**src/rtl/clk_rate_sched_if.sv**
```systemverilog
// rtl/clk_rate_sched_if.sv - config request/response port of the clock-rate scheduler
interface clk_rate_sched_if;
    logic       cfg_valid;
    logic       cfg_ready;
    logic       cfg_en;
    logic [3:0] cfg_rate;
    logic       cfg_done;
    logic       cfg_err;

    modport master (
        output cfg_valid,
        output cfg_en,
        output cfg_rate,
        input  cfg_ready,
        input  cfg_done,
        input  cfg_err
    );

    modport slave (
        input  cfg_valid,
        input  cfg_en,
        input  cfg_rate,
        output cfg_ready,
        output cfg_done,
        output cfg_err
    );
endinterface

```
**src/rtl/clk_rate_sched.sv**
```systemverilog
// rtl/clk_rate_sched.sv - power-of-two divided clock/strobe generator with glitch-free rate switching
module clk_rate_sched #(
    parameter int CNT_W = 15
) (
    input  logic                   clk32M768,
    input  logic                   rst,
    clk_rate_sched_if.slave        cfg,
    output logic                   clk_o,
    output logic                   strobe_o,
    output logic                   busy_o,
    output logic [3:0]             rate_o,
    output logic                   en_o
);

    typedef enum logic [1:0] {
        ST_DISABLED,
        ST_RUNNING,
        ST_SWITCHING
    } state_t;

    localparam logic [3:0] MAX_RATE = 4'(CNT_W - 1);

    state_t           state_q;
    logic [CNT_W-1:0] cnt_q;
    logic [CNT_W-1:0] cnt_d;
    logic             cur_en_q;
    logic [3:0]       cur_rate_q;
    logic             tgt_en_q;
    logic [3:0]       tgt_rate_q;
    logic [3:0]       m_q;
    logic [3:0]       m_d;
    logic             done_q;
    logic             err_q;
    logic             clk_q;
    logic             strobe_q;

    logic             accept;
    logic             illegal;
    logic             noop;
    logic             tick_m;
    logic             tick_cur;

    // tick(k): the low k+1 counter bits are all ones, i.e. the last cycle of a 2^(k+1) period
    function automatic logic tick(input logic [CNT_W-1:0] c, input logic [3:0] k);
        logic t;
        t = 1'b1;
        for (int i = 0; i < CNT_W; i++) begin
            if ((i <= int'(k)) && !c[i]) begin
                t = 1'b0;
            end
        end
        return t;
    endfunction

    // Request classification and the boundary index a pending switch must wait for
    always_comb begin
        cnt_d    = cnt_q + {{(CNT_W-1){1'b0}}, 1'b1};
        accept   = cfg.cfg_valid && (state_q != ST_SWITCHING);
        illegal  = cfg.cfg_en && (cfg.cfg_rate > MAX_RATE);
        noop     = (!cfg.cfg_en && !cur_en_q) ||
                   (cfg.cfg_en && cur_en_q && (cfg.cfg_rate == cur_rate_q));
        tick_m   = tick(cnt_q, m_q);
        tick_cur = tick(cnt_q, cur_rate_q);
        m_d      = cfg.cfg_rate;
        if (!cur_en_q) begin
            m_d = cfg.cfg_rate;
        end else if (!cfg.cfg_en) begin
            m_d = cur_rate_q;
        end else begin
            // A period boundary of the slower rate is also one of the faster rate
            m_d = (cfg.cfg_rate > cur_rate_q) ? cfg.cfg_rate : cur_rate_q;
        end
    end

    // Divider counter, config FSM and registered clock/strobe outputs
    always_ff @(posedge clk32M768) begin
        if (rst) begin
            state_q    <= ST_DISABLED;
            cnt_q      <= '0;
            cur_en_q   <= 1'b0;
            cur_rate_q <= 4'd0;
            tgt_en_q   <= 1'b0;
            tgt_rate_q <= 4'd0;
            m_q        <= 4'd0;
            done_q     <= 1'b0;
            err_q      <= 1'b0;
            clk_q      <= 1'b0;
            strobe_q   <= 1'b0;
        end else begin
            cnt_q    <= cnt_d;
            done_q   <= 1'b0;
            err_q    <= 1'b0;
            clk_q    <= cur_en_q & cnt_q[cur_rate_q];
            // The enabling boundary gets its own strobe because cur_en is still low there
            strobe_q <= (cur_en_q & tick_cur) |
                        ((state_q == ST_SWITCHING) & tick_m & tgt_en_q);
            case (state_q)
                ST_SWITCHING: begin
                    if (tick_m) begin
                        cur_en_q <= tgt_en_q;
                        if (tgt_en_q) begin
                            cur_rate_q <= tgt_rate_q;
                        end
                        state_q <= tgt_en_q ? ST_RUNNING : ST_DISABLED;
                        done_q  <= 1'b1;
                    end
                end
                default: begin
                    if (accept) begin
                        tgt_en_q   <= cfg.cfg_en;
                        tgt_rate_q <= cfg.cfg_rate;
                        if (illegal) begin
                            err_q <= 1'b1;
                        end else if (noop) begin
                            done_q <= 1'b1;
                        end else begin
                            state_q <= ST_SWITCHING;
                            m_q     <= m_d;
                        end
                    end
                end
            endcase
        end
    end

    assign cfg.cfg_ready = (state_q != ST_SWITCHING);
    assign cfg.cfg_done  = done_q;
    assign cfg.cfg_err   = err_q;
    assign busy_o        = (state_q == ST_SWITCHING);
    assign clk_o         = clk_q;
    assign strobe_o      = strobe_q;
    assign rate_o        = cur_rate_q;
    assign en_o          = cur_en_q;

endmodule

```
**src/flat_wrapper.sv**
```systemverilog
// flat-port wrapper written by rule: the top's interface ports become plain ports
module clk_rate_sched_flat 
#(
    parameter int CNT_W = 15
)
  (clk32M768, rst, clk_o, strobe_o, busy_o, rate_o, en_o, cfg_cfg_valid, cfg_cfg_en, cfg_cfg_rate, cfg_cfg_ready, cfg_cfg_done, cfg_cfg_err);
  clk_rate_sched_if cfg_i ();
  input  logic clk32M768;
  input  logic rst;
  output logic clk_o;
  output logic strobe_o;
  output logic busy_o;
  output logic [3:0] rate_o;
  output logic en_o;
  input wire logic [$bits(cfg_i.cfg_valid)-1:0] cfg_cfg_valid;
  input wire logic [$bits(cfg_i.cfg_en)-1:0] cfg_cfg_en;
  input wire logic [$bits(cfg_i.cfg_rate)-1:0] cfg_cfg_rate;
  output wire logic [$bits(cfg_i.cfg_ready)-1:0] cfg_cfg_ready;
  output wire logic [$bits(cfg_i.cfg_done)-1:0] cfg_cfg_done;
  output wire logic [$bits(cfg_i.cfg_err)-1:0] cfg_cfg_err;
  assign cfg_i.cfg_valid = cfg_cfg_valid;
  assign cfg_i.cfg_en = cfg_cfg_en;
  assign cfg_i.cfg_rate = cfg_cfg_rate;
  assign cfg_cfg_ready = cfg_i.cfg_ready;
  assign cfg_cfg_done = cfg_i.cfg_done;
  assign cfg_cfg_err = cfg_i.cfg_err;
  clk_rate_sched #(.CNT_W(CNT_W)) u_core (.clk32M768(clk32M768), .rst(rst), .cfg(cfg_i), .clk_o(clk_o), .strobe_o(strobe_o), .busy_o(busy_o), .rate_o(rate_o), .en_o(en_o));
endmodule
```
**config.mk**
```make
export PLATFORM = sky130hd
export DESIGN_NAME = clk_rate_sched_flat
export DESIGN_NICKNAME = d
export VERILOG_FILES = /design/src/rtl/clk_rate_sched_if.sv /design/src/rtl/clk_rate_sched.sv /design/src/flat_wrapper.sv
export SDC_FILE = /design/constraint.sdc
export NUM_CORES = 1
export LEC_CHECK = 0
export BUFFER_PORTS_ARGS = -buffer_cell sky130_fd_sc_hd__buf_2
export CAP_MARGIN = 25
export CORE_AREA = 2 2 43 84
export DETAILED_ROUTE_END_ITERATION = 12
export DIE_AREA = 0 0 45 86
export GPL_TIMING_DRIVEN = 0
export PLACE_DENSITY = 0.82
export SLEW_MARGIN = 20
export SYNTH_ARGS = -nofsm -noshare
export SYNTH_HDL_FRONTEND = slang
export SYNTH_SLANG_ARGS = --single-unit
```
**constraint.sdc**
```tcl
create_clock -name clk32M768 -period 3.8 [get_ports clk32M768]
set_clock_uncertainty 0.2 [all_clocks]
set_input_delay 0.95 -clock clk32M768 [delete_from_list [all_inputs] [get_ports clk32M768]]
set_output_delay 0.95 -clock clk32M768 [all_outputs]
set_load 0.1 [all_outputs]
```
==> tab_implementation.tex, run 1 <==
\begin{tabular}{lr}
\hline
Metric & Value \\
\hline
\multicolumn{2}{l}{\textbf{Synthesis}} \\
Fraction of the mapped netlist area in adder cells & 0.0329 \\
Portion of the post-synthesis area used by sequential elements & 0.369 \\
EDFF count, synth & 0 \\
Synthesized netlist net count & 238 \\
Unique masters post-synth & 47 \\
Share of the synthesized area in the top cell type & 0.369 \\
Multiplexer area fraction after synthesis & 0.0810 \\
Post-synthesis instance area & 1900 um2 \\
Fraction of the mapped netlist area in compound gates & 0.179 \\
Main synth FF type & dfxtp\_1 \\
Syn avg cell area & 8.44 um2 \\
Main combinational cell family by area after synthesis & simple AND/OR/NAND/NOR gates \\
Proportion of synthesized flip-flops having asynchronous set or reset & 0 \\
Biggest area contributors in the synthesized netlist & dfxtp\_1, nand3\_1, nor2\_1 \\
Gate count of the mapped netlist & 225 \\
Area leader, netlist & dfxtp\_1 \\
XOR/XNOR share of the synthesized area & 0.0507 \\
Seq cells post-synth & 35 \\
Area share of and/or/nand/nor cells after synthesis & 0.221 \\
Count of warnings emitted by yosys & 0 \\
\multicolumn{2}{l}{\textbf{CTS}} \\
Quantity of hold-fixing buffers added after cts & 0 \\
CTS Buf Count & 5 \\
Maximum level of the CTS H-tree & 2 \\
Clock tree from TritonCTS & done \\
CTS Root Cell & clkbuf\_8 \\
\# clock sinks & 35 \\
Reg clk slew, reported paths & 0.08 ns \\
Post-CTS Setup Repair Bufs & 0 \\
Cts repair resizes & 0 \\
Maximum buffer depth of the clock tree & 2 \\
Clock latency reported for the late side of the worst-skew pair & 0.29 ns \\
\multicolumn{2}{l}{\textbf{Min path}} \\
Hold path startpoint & u\_core.tgt\_rate\_q[3]\$\_SDFFE\_PP0P\_ \\
Min-Delay Path Depth & 2 \\
Capture endpoint of the worst hold path & u\_core.tgt\_rate\_q[3]\$\_SDFFE\_PP0P\_ \\
Class of the tightest hold or removal check & reg -> reg \\
\multicolumn{2}{l}{\textbf{Routing}} \\
First drt pass iteration count & 4 \\
Remaining antenna violation count after routing & 0 \\
DR DRC count & 0 \\
Routed wire per std cell & 17.4 um \\
Via Count & 1747 \\
Number of DRC markers after the initial detailed-route iteration & 45 \\
Routed Wire Length & 4.89 mm \\
Number of vias per cell after detailed routing & 6.22 \\
\multicolumn{2}{l}{\textbf{Place}} \\
Place WS & 0.877 ns \\
HPWL after DPL & 3.69 mm \\
Post-placement cell count & 273 \\
Number of port buffers & 17 \\
Instance area after placement & 2020 um2 \\
Final weighted congestion in routability-driven placement & 0.891 \\
\multicolumn{2}{l}{\textbf{Power}} \\
Maximum VDD drop & 324 uV \\
Leak pwr & 0.841 nW \\
Power per Cell Area & 385 nW/um2 \\
Overall power of the completed layout & 822 uW \\
\multicolumn{2}{l}{\textbf{STA}} \\
Number of failing hold endpoints at the final stage & 0 \\
Worst hold-check slack & 0.263 ns \\
Final number of setup-violating endpoints & 0 \\
Top achievable clock speed & 0.360 GHz \\
Setup repair after global routing missed its margin & no \\
Worst Tran Pin Value & 0.601 ns \\
Number of slew-limit violations in the final report & 0 \\
Shortest clock period the worst path allows after layout & 2.78 ns \\
Final worst-path cycle share & 0.731 \\
Worst max-slew margin expressed relative to the limit & 0.599 \\
Final setup slack of the worst path & 1.02 ns \\
Aggregate negative setup slack & 0 ns \\
\multicolumn{2}{l}{\textbf{Die}} \\
Placement Rows & 29 \\
Die Footprint & 3870 um2 \\
Height of the chip & 86 um \\
Placeable core area & 3190 um2 \\
Initial Utilization & 0.595 \\
Die Wd & 45 um \\
Top-level port count & 19 \\
\multicolumn{2}{l}{\textbf{Global routing}} \\
Global-route wire length before repair & 7.86 mm \\
Overflow after GRT & 0 \\
Total GRT Usage & 0.278 \\
Pin count of the biggest net entering global routing & 13 \\
Antenna violations before repair & 0 \\
Via count of the first global-routing pass & 1749 \\
\multicolumn{2}{l}{\textbf{Setup path}} \\
Worst stage delay on the critical path & 0.40 ns \\
Launch instance of the worst register-to-register path & u\_core.rate\_o[1]\$\_SDFFE\_PP0P\_ \\
Category of the worst setup path launch point & register \\
Reg-to-reg setup timing slack & 1.02 ns \\
Required time reported for the critical path endpoint & 3.81 ns \\
Crit path capture type & register \\
CP most frequent cell & clkbuf\_1 \\
Cells along the critical path & clkbuf\_1 -> inv\_1 -> ha\_1 -> and4\_1 -> nand3\_1 -> o21a\_1 -> and3b\_1 -> clkbuf\_1 -> nor2\_1 -> a211oi\_1 \\
Critical Path Slowest Stage Cell & clkbuf\_1 \\
Setup Crit Path Kind & reg -> reg \\
Reg2Reg Capture Point & u\_core.m\_q[1]\$\_SDFFE\_PP0P\_ \\
Depth of the worst register-to-register path & 10 \\
Data arrival, critical path & 2.78 ns \\
Crit-path max FO & 10 \\
\multicolumn{2}{l}{\textbf{Final layout}} \\
Area grow syn2layout & 12.5\% \\
Final nets & 262 \\
ANT cells & 0 \\
Final Non-Filler Cells & 281 \\
Final Cell Area & 2140 um2 \\
Core utilization of the finished layout & 0.669 \\
Share of layout cells above drive strength 1 & 0.156 \\
\multicolumn{2}{l}{\textbf{Status}} \\
Result of the run & finished, final reports clean \\
\multicolumn{2}{l}{\textbf{Job}} \\
Max-cap violations & 0 \\
\hline
\end{tabular}
[cells in the mapped netlist, types with 2 or more instances]
cell,count
clkbuf_1,8
or2_2,2
xnor2_1,7
buf_6,2
mux4_2,3
nor2_1,25
dfxtp_1,35
a211oi_1,5
a21o_1,4
mux2i_1,6
inv_1,16
and3_1,2
a21oi_1,16
nand3_1,19
buf_2,2
o22ai_1,2
nand2_1,17
o31ai_1,2
nand2b_1,2
nor3_1,4
xor2_1,4
o21ai_0,8
ha_1,5
a221oi_1,2
or3_1,2
a221o_1,2
nand4_1,3
[metal layers]
| metal | vias to the layer above | global-route usage | part of all wire |
|---|---|---|---|
| met4 | 0 | 0.168 | 0.048 |
| met2 | 65 | 0.504 | 0.55 |
| met3 | 26 | 0.0463 | 0.042 |
| li1 | 846 | - | - |
| met5 | - | 0 | 0 |
| met1 | 810 | 0.270 | 0.36 |
[how the worst max path moves through the flow]
stage | end | cells after the start | slack, ns | from
2_1_floorplan | u_core.m_q[2]$_SDFFE_PP0P_ | 10 | 0.81 | u_core.rate_o[1]$_SDFFE_PP0P_
3_3_place_gp | u_core.m_q[1]$_SDFFE_PP0P_ | 10 | 0.91 | cfg_cfg_rate[0]
3_5_place_dp | u_core.m_q[1]$_SDFFE_PP0P_ | 10 | 0.88 | cfg_cfg_rate[0]
4_1_cts | u_core.m_q[1]$_SDFFE_PP0P_ | 10 | 1.05 | u_core.rate_o[1]$_SDFFE_PP0P_
5_1_grt | u_core.m_q[1]$_SDFFE_PP0P_ | 10 | 0.85 | u_core.rate_o[1]$_SDFFE_PP0P_
6_report | u_core.m_q[1]$_SDFFE_PP0P_ | 10 | 1.02 | u_core.rate_o[1]$_SDFFE_PP0P_
[cell usage in the layout (no fill, tap or decap), types with 5 or more instances in the layout]
cell | netlist | final
dfxtp_1 | 35 | 35
nor2_1 | 25 | 25
buf_2 | 2 | 19
nand3_1 | 19 | 19
nand2_1 | 17 | 17
inv_1 | 16 | 16
a21oi_1 | 16 | 16
clkbuf_1 | 8 | 8
o21ai_0 | 8 | 8
xnor2_1 | 7 | 7
mux2i_1 | 6 | 6
a211oi_1 | 5 | 5
ha_1 | 5 | 5
clkbuf_8 | 0 | 5
[report_power, final]
group / total (mW) / internal [mW] / switching [mW]
clock network: 0.338 / 0.195 / 0.143
registers: 0.389 / 0.378 / 0.0115
logic: 0.0943 / 0.0311 / 0.0631
total: 0.822 / 0.604 / 0.218
[registers in the layout, indices dropped and copies added, names as in the netlist]
register / count
u_core.m_q: 4
u_core.clk_o: 1
u_core.strobe_o: 1
u_core.rate_o: 4
u_core.cfg.cfg_done: 1
u_core.tgt_en_q: 1
u_core.tgt_rate_q: 4
u_core.state_q: 2
u_core.en_o: 1
u_core.cfg.cfg_err: 1
u_core.cnt_q: 15
[cell type report]
cell class	instances	area, um2
multi-input combinational	161	1070
fill	291	1060
sequential	35	701
timing repair buffer	17	85.1
clock buffer	5	68.8
inverter	17	63.8
buffer	12	62.6
clock inverter	3	43.8
tap	31	38.8
[kinds of logic after synthesis]
group / count (synthesis)
AND/OR/NAND/NOR: 84
XOR/XNOR: 11
AO/OA/AOI/OAI: 51
multiplexers: 10
adder cells (fa/ha/maj): 5
flip-flops: 35
buffers and inverters: 29
[critical path, delay by kind of cell (launching register included)]
family                     cells  cell delay (ns)
buffers and inverters          3             0.91
DFF                            1             0.33
AOI/OAI and AO/OA              2             0.38
adders and majority gates      1             0.34
and+or+nand+nor                4             0.51
Power figures use the tool's default switching activity.
==> inputs of run 2 (changes only) <==
--- a/config.mk
+++ b/config.mk
@@ -5,13 +5,14 @@
 export SDC_FILE = /design/constraint.sdc
 export NUM_CORES = 1
 export LEC_CHECK = 0
+export ABC_AREA = 1
 export BUFFER_PORTS_ARGS = -buffer_cell sky130_fd_sc_hd__buf_2
 export CAP_MARGIN = 25
-export CORE_AREA = 2 2 43 84
+export CORE_AREA = 2 2 47 92
 export DETAILED_ROUTE_END_ITERATION = 12
-export DIE_AREA = 0 0 45 86
+export DIE_AREA = 0 0 49 94
 export GPL_TIMING_DRIVEN = 0
-export PLACE_DENSITY = 0.82
+export PLACE_DENSITY = 0.76
 export SLEW_MARGIN = 20
 export SYNTH_ARGS = -nofsm -noshare
 export SYNTH_HDL_FRONTEND = slang
==> constraint.sdc (replaced) <==
create_clock -name clk32M768 -period 2.5 [get_ports clk32M768]
set_clock_uncertainty 0.2 [all_clocks]
set_input_delay 0.625 -clock clk32M768 [delete_from_list [all_inputs] [get_ports clk32M768]]
set_output_delay 0.625 -clock clk32M768 [all_outputs]
set_load 0.1 [all_outputs]
==> run 2 against run 1 <==
Effect of this change: core utilization is 8.4 points lower; combinational power is 120% higher; synthesized cell count is 36% higher; register-to-register slack worse by 0.69 ns; setup slack worse by 0.69 ns; synthesized area is 4.7% higher; critical path type unchanged; largest power group unchanged.
==> tab_implementation.tex, run 2 <==
\begin{tabular}{lr}
\hline
Metric & Value \\
\hline
\multicolumn{2}{l}{\textbf{Place}} \\
Number of port buffers & 18 \\
Final weighted congestion in routability-driven placement & 0.890 \\
HPWL after DPL & 4.28 mm \\
\multicolumn{2}{l}{\textbf{Global routing}} \\
Total GRT Usage & 0.263 \\
Pin count of the biggest net entering global routing & 12 \\
Global-route wire length before repair & 9.07 mm \\
Overflow after GRT & 0 \\
Via count of the first global-routing pass & 1989 \\
Antenna violations before repair & 0 \\
\multicolumn{2}{l}{\textbf{Setup path}} \\
Depth of the worst register-to-register path & 12 \\
Launch instance of the worst register-to-register path & u\_core.rate\_o[2]\$\_SDFFE\_PP0P\_ \\
Critical Path Slowest Stage Cell & dfxtp\_2 \\
CP most frequent cell & inv\_1 \\
Worst stage delay on the critical path & 0.40 ns \\
Data arrival, critical path & 2.16 ns \\
Crit path launch & u\_core.rate\_o[2]\$\_SDFFE\_PP0P\_ \\
Category of the worst setup path launch point & register \\
Crit path capture type & register \\
Crit-path max FO & 8 \\
Required time reported for the critical path endpoint & 2.50 ns \\
Reg2Reg Capture Point & u\_core.m\_q[1]\$\_SDFFE\_PP0P\_ \\
Setup Crit Path Kind & reg -> reg \\
Cells along the critical path & inv\_1 -> ha\_1 -> nand2\_1 -> nor2\_1 -> nand3\_1 -> nand3\_1 -> nor2\_1 -> inv\_1 -> a21oi\_1 -> o21ai\_0 -> nand2\_1 -> inv\_1 \\
Reg-to-reg setup timing slack & 0.34 ns \\
\multicolumn{2}{l}{\textbf{Synthesis}} \\
Syn avg cell area & 6.48 um2 \\
EDFF count, synth & 0 \\
Count of warnings emitted by yosys & 0 \\
Gate count of the mapped netlist & 307 \\
Share of the synthesized area in the top cell type & 0.352 \\
Post-synthesis instance area & 1990 um2 \\
Portion of the post-synthesis area used by sequential elements & 0.352 \\
Unique masters post-synth & 29 \\
Seq cells post-synth & 35 \\
Cell with the most instances after synthesis & nand2\_1 \\
Biggest area contributors in the synthesized netlist & dfxtp\_1, nand2\_1, nor2\_1 \\
Area leader, netlist & dfxtp\_1 \\
Main synth FF type & dfxtp\_1 \\
Proportion of synthesized flip-flops having asynchronous set or reset & 0 \\
Synth top cells by count & nand2\_1, nor2\_1, inv\_1, dfxtp\_1, o21ai\_0 \\
Synthesized netlist net count & 320 \\
\multicolumn{2}{l}{\textbf{Routing}} \\
Remaining antenna violation count after routing & 0 \\
Routed Wire Length & 5.49 mm \\
Number of vias per cell after detailed routing & 5.48 \\
First drt pass iteration count & 4 \\
Number of DRC markers after the initial detailed-route iteration & 80 \\
DR DRC count & 0 \\
Routed wire per std cell & 14.3 um \\
Via Count & 2105 \\
\multicolumn{2}{l}{\textbf{Die}} \\
Placeable core area & 3880 um2 \\
Height of the chip & 94 um \\
Die Wd & 49 um \\
Initial Utilization & 0.512 \\
Placement Rows & 32 \\
Die Footprint & 4610 um2 \\
Top-level port count & 19 \\
\multicolumn{2}{l}{\textbf{Job}} \\
Max-cap violations & 0 \\
\multicolumn{2}{l}{\textbf{STA}} \\
Aggregate negative setup slack & 0 ns \\
Final worst-path cycle share & 0.865 \\
Worst max-slew margin expressed relative to the limit & 0.668 \\
Worst Tran Pin Value & 0.497 ns \\
Setup repair after global routing missed its margin & no \\
Number of failing hold endpoints at the final stage & 0 \\
Top achievable clock speed & 0.463 GHz \\
Final number of setup-violating endpoints & 0 \\
Shortest clock period the worst path allows after layout & 2.16 ns \\
Number of slew-limit violations in the final report & 0 \\
\multicolumn{2}{l}{\textbf{CTS}} \\
CTS Buf Count & 5 \\
Post-CTS Setup Repair Bufs & 0 \\
Maximum level of the CTS H-tree & 2 \\
Maximum buffer depth of the clock tree & 2 \\
CTS Root Cell & clkbuf\_8 \\
\# clock sinks & 35 \\
Quantity of hold-fixing buffers added after cts & 0 \\
Cts repair resizes & 0 \\
Reg clk slew, reported paths & 0.07 ns \\
Clock tree from TritonCTS & done \\
Clock latency reported for the late side of the worst-skew pair & 0.30 ns \\
\multicolumn{2}{l}{\textbf{Final layout}} \\
Combined area of the multi-input logic cells & 1100 um2 \\
Flip-flop count of the largest register after layout & 15 \\
Highest-count cells in the layout ignoring fill and taps & nand2\_1, nor2\_1, inv\_1 \\
Largest reg by FF count & u\_core.cnt\_q \\
Filler cell count & 408 \\
ANT cells & 0 \\
Area grow syn2layout & 14.2\% \\
Share of layout cells above drive strength 1 & 0.156 \\
Leading cell type in the layout, fill and taps excluded & nand2\_1 \\
Final nets & 345 \\
Combined flip-flop and latch cell area & 706 um2 \\
\multicolumn{2}{l}{\textbf{Power}} \\
Overall power of the completed layout & 1.34 mW \\
Power per Cell Area & 591 nW/um2 \\
Maximum VDD drop & 412 uV \\
Leak pwr & 0.993 nW \\
\multicolumn{2}{l}{\textbf{Min path}} \\
Min-Delay Path Depth & 2 \\
Hold path startpoint & u\_core.state\_q[1]\$\_SDFFE\_PP0P\_ \\
Class of the tightest hold or removal check & reg -> reg \\
Capture endpoint of the worst hold path & u\_core.state\_q[1]\$\_SDFFE\_PP0P\_ \\
\multicolumn{2}{l}{\textbf{Status}} \\
Result of the run & finished, final reports clean \\
\hline
\end{tabular}
[run 2: cell count changes in the layout (fill, tap and decap cells not counted), moves of 5 or more]
cell | previous run | this run
nand2_1 | 17 | 65
o21ai_0 | 8 | 33
nor2_1 | 25 | 49
inv_1 | 16 | 35
a21oi_1 | 16 | 28
nand3_1 | 19 | 12
nor2_2 | 0 | 7
xnor2_1 | 7 | 0
clkbuf_1 | 8 | 2
mux2i_1 | 6 | 0
a211oi_1 | 5 | 0
[run 2: routing by layer]
| layer | GRT usage | vias up | wire, um |
|---|---|---|---|
| li1 | - | 1050 | - |
| met2 | 0.493 | 80 | 2990 |
| met4 | 0.212 | 0 | 363 |
| met1 | 0.246 | 946 | 1880 |
| met3 | 0.0366 | 29 | 268 |
| met5 | 0 | - | 0 |
[run 2: critical path, delay by kind of cell (launching register included)]
family          cells  cell delay [ns]
simple gates        6             0.60
flops               1             0.40
buf+inv             3             0.33
fa+ha+maj           1             0.29
compound gates      2             0.26
[run 2: layout make-up]
cell class              count  share of cell area
flip-flops and latches     35               0.311
well taps                  51              0.0281
clock inverters             2              0.0154
inverters                  38              0.0645
clock buffers               6              0.0364
plain buffers               6              0.0187
repair buffers             18              0.0397
multi-input cells         228               0.487
[run 2: where the power goes]
group	total, mW	switching (mW)	leakage (nW)	internal, mW
clock	0.539	0.216	0.0612	0.323
combinational	0.203	0.146	0.645	0.0568
sequential	0.601	0.0209	0.287	0.580
[run 2: kinds of logic (layout without fill, tap and decap cells)]
logic type | after synthesis | count (layout) | share of synthesized area
AND/OR/NAND/NOR | 154 | 154 | 0.343
AO/OA/AOI/OAI | 69 | 69 | 0.180
buffers and inverters | 44 | 70 | 0.0931
flip-flops | 35 | 35 | 0.352
adder cells (fa/ha/maj) | 5 | 5 | 0.0315
[run 2: worst max-delay path by stage]
stage,endpoint,cells past startpoint
3_3_place_gp,u_core.m_q[2]$_SDFFE_PP0P_,13
2_1_floorplan,u_core.m_q[1]$_SDFFE_PP0P_,12
5_1_grt,u_core.m_q[0]$_SDFFE_PP0P_,12
3_5_place_dp,u_core.m_q[1]$_SDFFE_PP0P_,13
6_report,u_core.m_q[1]$_SDFFE_PP0P_,12
4_1_cts,u_core.m_q[1]$_SDFFE_PP0P_,12
[run 2: per-stage QoR]
step	std cells	instance area [um2]	hold WS, ns	utilization	worst slack, ns
global placement	376	2150	0.253	0.554	0.166
detailed placement	376	2150	0.271	0.554	0.100
floorplan	307	2000	0.238	-	0.198
CTS	384	2270	0.281	0.585	0.366
finish	384	2270	0.290	0.585	0.339
global route	384	2270	0.318	0.585	0.194
==> inputs of run 3 (changes only) <==
--- a/config.mk
+++ b/config.mk
@@ -8,12 +8,12 @@
 export ABC_AREA = 1
 export BUFFER_PORTS_ARGS = -buffer_cell sky130_fd_sc_hd__buf_2
 export CAP_MARGIN = 25
-export CORE_AREA = 2 2 47 92
+export CORE_AREA = 10 10 55 100
 export DETAILED_ROUTE_END_ITERATION = 12
-export DIE_AREA = 0 0 49 94
+export DIE_AREA = 0 0 65 110
 export GPL_TIMING_DRIVEN = 0
 export PLACE_DENSITY = 0.76
-export SLEW_MARGIN = 20
+export SLEW_MARGIN = 10
 export SYNTH_ARGS = -nofsm -noshare
 export SYNTH_HDL_FRONTEND = slang
 export SYNTH_SLANG_ARGS = --single-unit
==> run 3 against run 2 <==
Effect of this change: combinational power is essentially flat; highest routed layer unchanged; clock power fell by 23%; sequential share of layout area rose by 0.40 points; die area grew 55%; critical path type unchanged; setup slack better by 0.037 ns.
==> tab_implementation.tex, run 3 (synthesis gave the netlist of run 2 again) <==
\begin{tabular}{lr}
\hline
Metric & Value \\
\hline
\multicolumn{2}{l}{\textbf{Job}} \\
Max-cap violations & 0 \\
\multicolumn{2}{l}{\textbf{CTS}} \\
Maximum level of the CTS H-tree & 2 \\
\# clock sinks & 35 \\
Clock tree from TritonCTS & done \\
Reg clk slew, reported paths & 0.08 ns \\
Post-CTS Setup Repair Bufs & 0 \\
Cts repair resizes & 0 \\
Maximum buffer depth of the clock tree & 2 \\
Clock latency reported for the late side of the worst-skew pair & 0.29 ns \\
CTS Buf Count & 5 \\
CTS Root Cell & clkbuf\_8 \\
Quantity of hold-fixing buffers added after cts & 0 \\
\multicolumn{2}{l}{\textbf{Power}} \\
Register share of total power & 0.493 \\
Overall power of the completed layout & 1.22 mW \\
Internal power of the cells & 830 uW \\
Power per Cell Area & 542 nW/um2 \\
Maximum VDD drop & 459 uV \\
Net switching power of the design & 385 uW \\
Clock network power share & 0.341 \\
Sw Ratio & 0.317 \\
Leak pwr & 0.972 nW \\
Fraction of power consumed by combinational cells & 0.166 \\
\multicolumn{2}{l}{\textbf{Die}} \\
Die Footprint & 7150 um2 \\
Top-level port count & 19 \\
Height of the chip & 110 um \\
Die Wd & 65 um \\
Placement Rows & 32 \\
Placeable core area & 3880 um2 \\
Initial Utilization & 0.512 \\
\multicolumn{2}{l}{\textbf{Global routing}} \\
Total GRT Usage & 0.165 \\
Pin count of the biggest net entering global routing & 13 \\
Antenna violations before repair & 0 \\
Global-route wire length before repair & 9.23 mm \\
Overflow after GRT & 0 \\
Via count of the first global-routing pass & 2099 \\
\multicolumn{2}{l}{\textbf{Routing}} \\
Remaining antenna violation count after routing & 0 \\
Routed wire per std cell & 14.5 um \\
First drt pass iteration count & 4 \\
Routed Wire Length & 5.58 mm \\
Number of vias per cell after detailed routing & 5.51 \\
DR DRC count & 0 \\
Via Count & 2114 \\
Number of DRC markers after the initial detailed-route iteration & 101 \\
\multicolumn{2}{l}{\textbf{Place}} \\
Final weighted congestion in routability-driven placement & 0.905 \\
Number of port buffers & 18 \\
HPWL after DPL & 4.40 mm \\
\multicolumn{2}{l}{\textbf{Final layout}} \\
Core utilization of the finished layout & 0.577 \\
Leading cell type in the layout, fill and taps excluded & nand2\_1 \\
Final nets & 345 \\
Combined area of the multi-input logic cells & 1100 um2 \\
Share of layout cells above drive strength 1 & 0.156 \\
Flip-flop count of the largest register after layout & 15 \\
ANT cells & 0 \\
Combined flip-flop and latch cell area & 706 um2 \\
Largest reg by FF count & u\_core.cnt\_q \\
Area grow syn2layout & 12.8\% \\
Filler cell count & 421 \\
Highest-count cells in the layout ignoring fill and taps & nand2\_1, nor2\_1, inv\_1 \\
\multicolumn{2}{l}{\textbf{Setup path}} \\
Worst stage delay on the critical path & 0.41 ns \\
Setup Crit Path Kind & reg -> reg \\
Required time reported for the critical path endpoint & 2.50 ns \\
Crit path capture type & register \\
Critical Path Slowest Stage Cell & dfxtp\_2 \\
Data arrival, critical path & 2.13 ns \\
Cells along the critical path & inv\_1 -> ha\_1 -> nand2\_1 -> nor2\_1 -> nand3\_1 -> nand3\_1 -> nor2\_1 -> inv\_1 -> a21oi\_1 -> o21ai\_0 -> nand2\_1 -> inv\_1 \\
CP most frequent cell & inv\_1 \\
Family with the most delay on the worst path & simple AND/OR/NAND/NOR gates \\
Category of the worst setup path launch point & register \\
Count of buffer and inverter cells on the critical path & 3 \\
Crit-path max FO & 7 \\
\multicolumn{2}{l}{\textbf{STA}} \\
Number of failing hold endpoints at the final stage & 0 \\
Worst Tran Pin Value & 0.540 ns \\
Number of slew-limit violations in the final report & 0 \\
Aggregate negative setup slack & 0 ns \\
Shortest clock period the worst path allows after layout & 2.12 ns \\
Top achievable clock speed & 0.471 GHz \\
Setup repair after global routing missed its margin & no \\
Final number of setup-violating endpoints & 0 \\
Worst max-slew margin expressed relative to the limit & 0.640 \\
Final worst-path cycle share & 0.850 \\
Worst hold-check slack & 0.275 ns \\
\multicolumn{2}{l}{\textbf{Status}} \\
Result of the run & finished, final reports clean \\
\multicolumn{2}{l}{\textbf{Min path}} \\
Class of the tightest hold or removal check & reg -> reg \\
\hline
\end{tabular}
[run 3: changes by cell type in the layout (fill, tap and decap cells not counted), sizes merged]
cell	change
bufinv	-1
clkbuf	-1
clkinvlp	+2
[run 3: through the flow]
stage / area (um2) / instances / worst slack, ns
after global routing: 2240 / 384 / 0.148
after CTS: 2240 / 384 / 0.390
final: 2240 / 384 / 0.375
after detailed placement: 2150 / 376 / 0.147
after floorplan: 2000 / 307 / 0.198
after global placement: 2150 / 376 / 0.171
[run 3: path summary, 6_finish.rpt]
check                                               startpoint                             end  slack [ns]  cells after the start
worst min register to register  u_core.state_q[1]$_SDFFE_PP0P_  u_core.state_q[1]$_SDFFE_PP0P_        0.28                      2
worst max-delay path             u_core.rate_o[3]$_SDFFE_PP0P_      u_core.m_q[0]$_SDFFE_PP0P_        0.38                     12
worst max register to register   u_core.rate_o[3]$_SDFFE_PP0P_      u_core.m_q[0]$_SDFFE_PP0P_        0.38                     12
worst min-delay path            u_core.state_q[1]$_SDFFE_PP0P_  u_core.state_q[1]$_SDFFE_PP0P_        0.28                      2
[run 3: tightest hold or removal path: cells and delay by family, from the launching register on]
family | cells | cell delay (ns)
flip-flops | 1 | 0.33
AO/OA/AOI/OAI | 1 | 0.06
buffers and inverters | 1 | 0.05
[run 3: area by class of cell]
class | count | share of cell area
repair buffers | 18 | 0.0402
inverters | 38 | 0.0653
plain buffers | 6 | 0.0190
clock inverters | 3 | 0.00893
well taps | 51 | 0.0285
flip-flops and latches | 35 | 0.315
clock buffers | 5 | 0.0307
multi-input cells | 228 | 0.493
[run 3: power by group through the flow]
stage,Clock (mW),Combinational (mW),Sequential [mW]
4_1_cts,0.421,0.202,0.599
6_report,0.414,0.202,0.599
3_3_place_gp,0,0.198,0.612
2_1_floorplan,0,0.145,0.622
5_1_grt,0.435,0.226,0.602
3_5_place_dp,0,0.202,0.612
[run 3: routing by layer]
| layer | part of all wire | wire, um | global-route usage |
|---|---|---|---|
| met4 | 0.059 | 331 | 0.131 |
| met1 | 0.34 | 1900 | 0.137 |
| met3 | 0.054 | 302 | 0.0344 |
| met5 | 0 | 0 | 0 |
| met2 | 0.54 | 3040 | 0.320 |
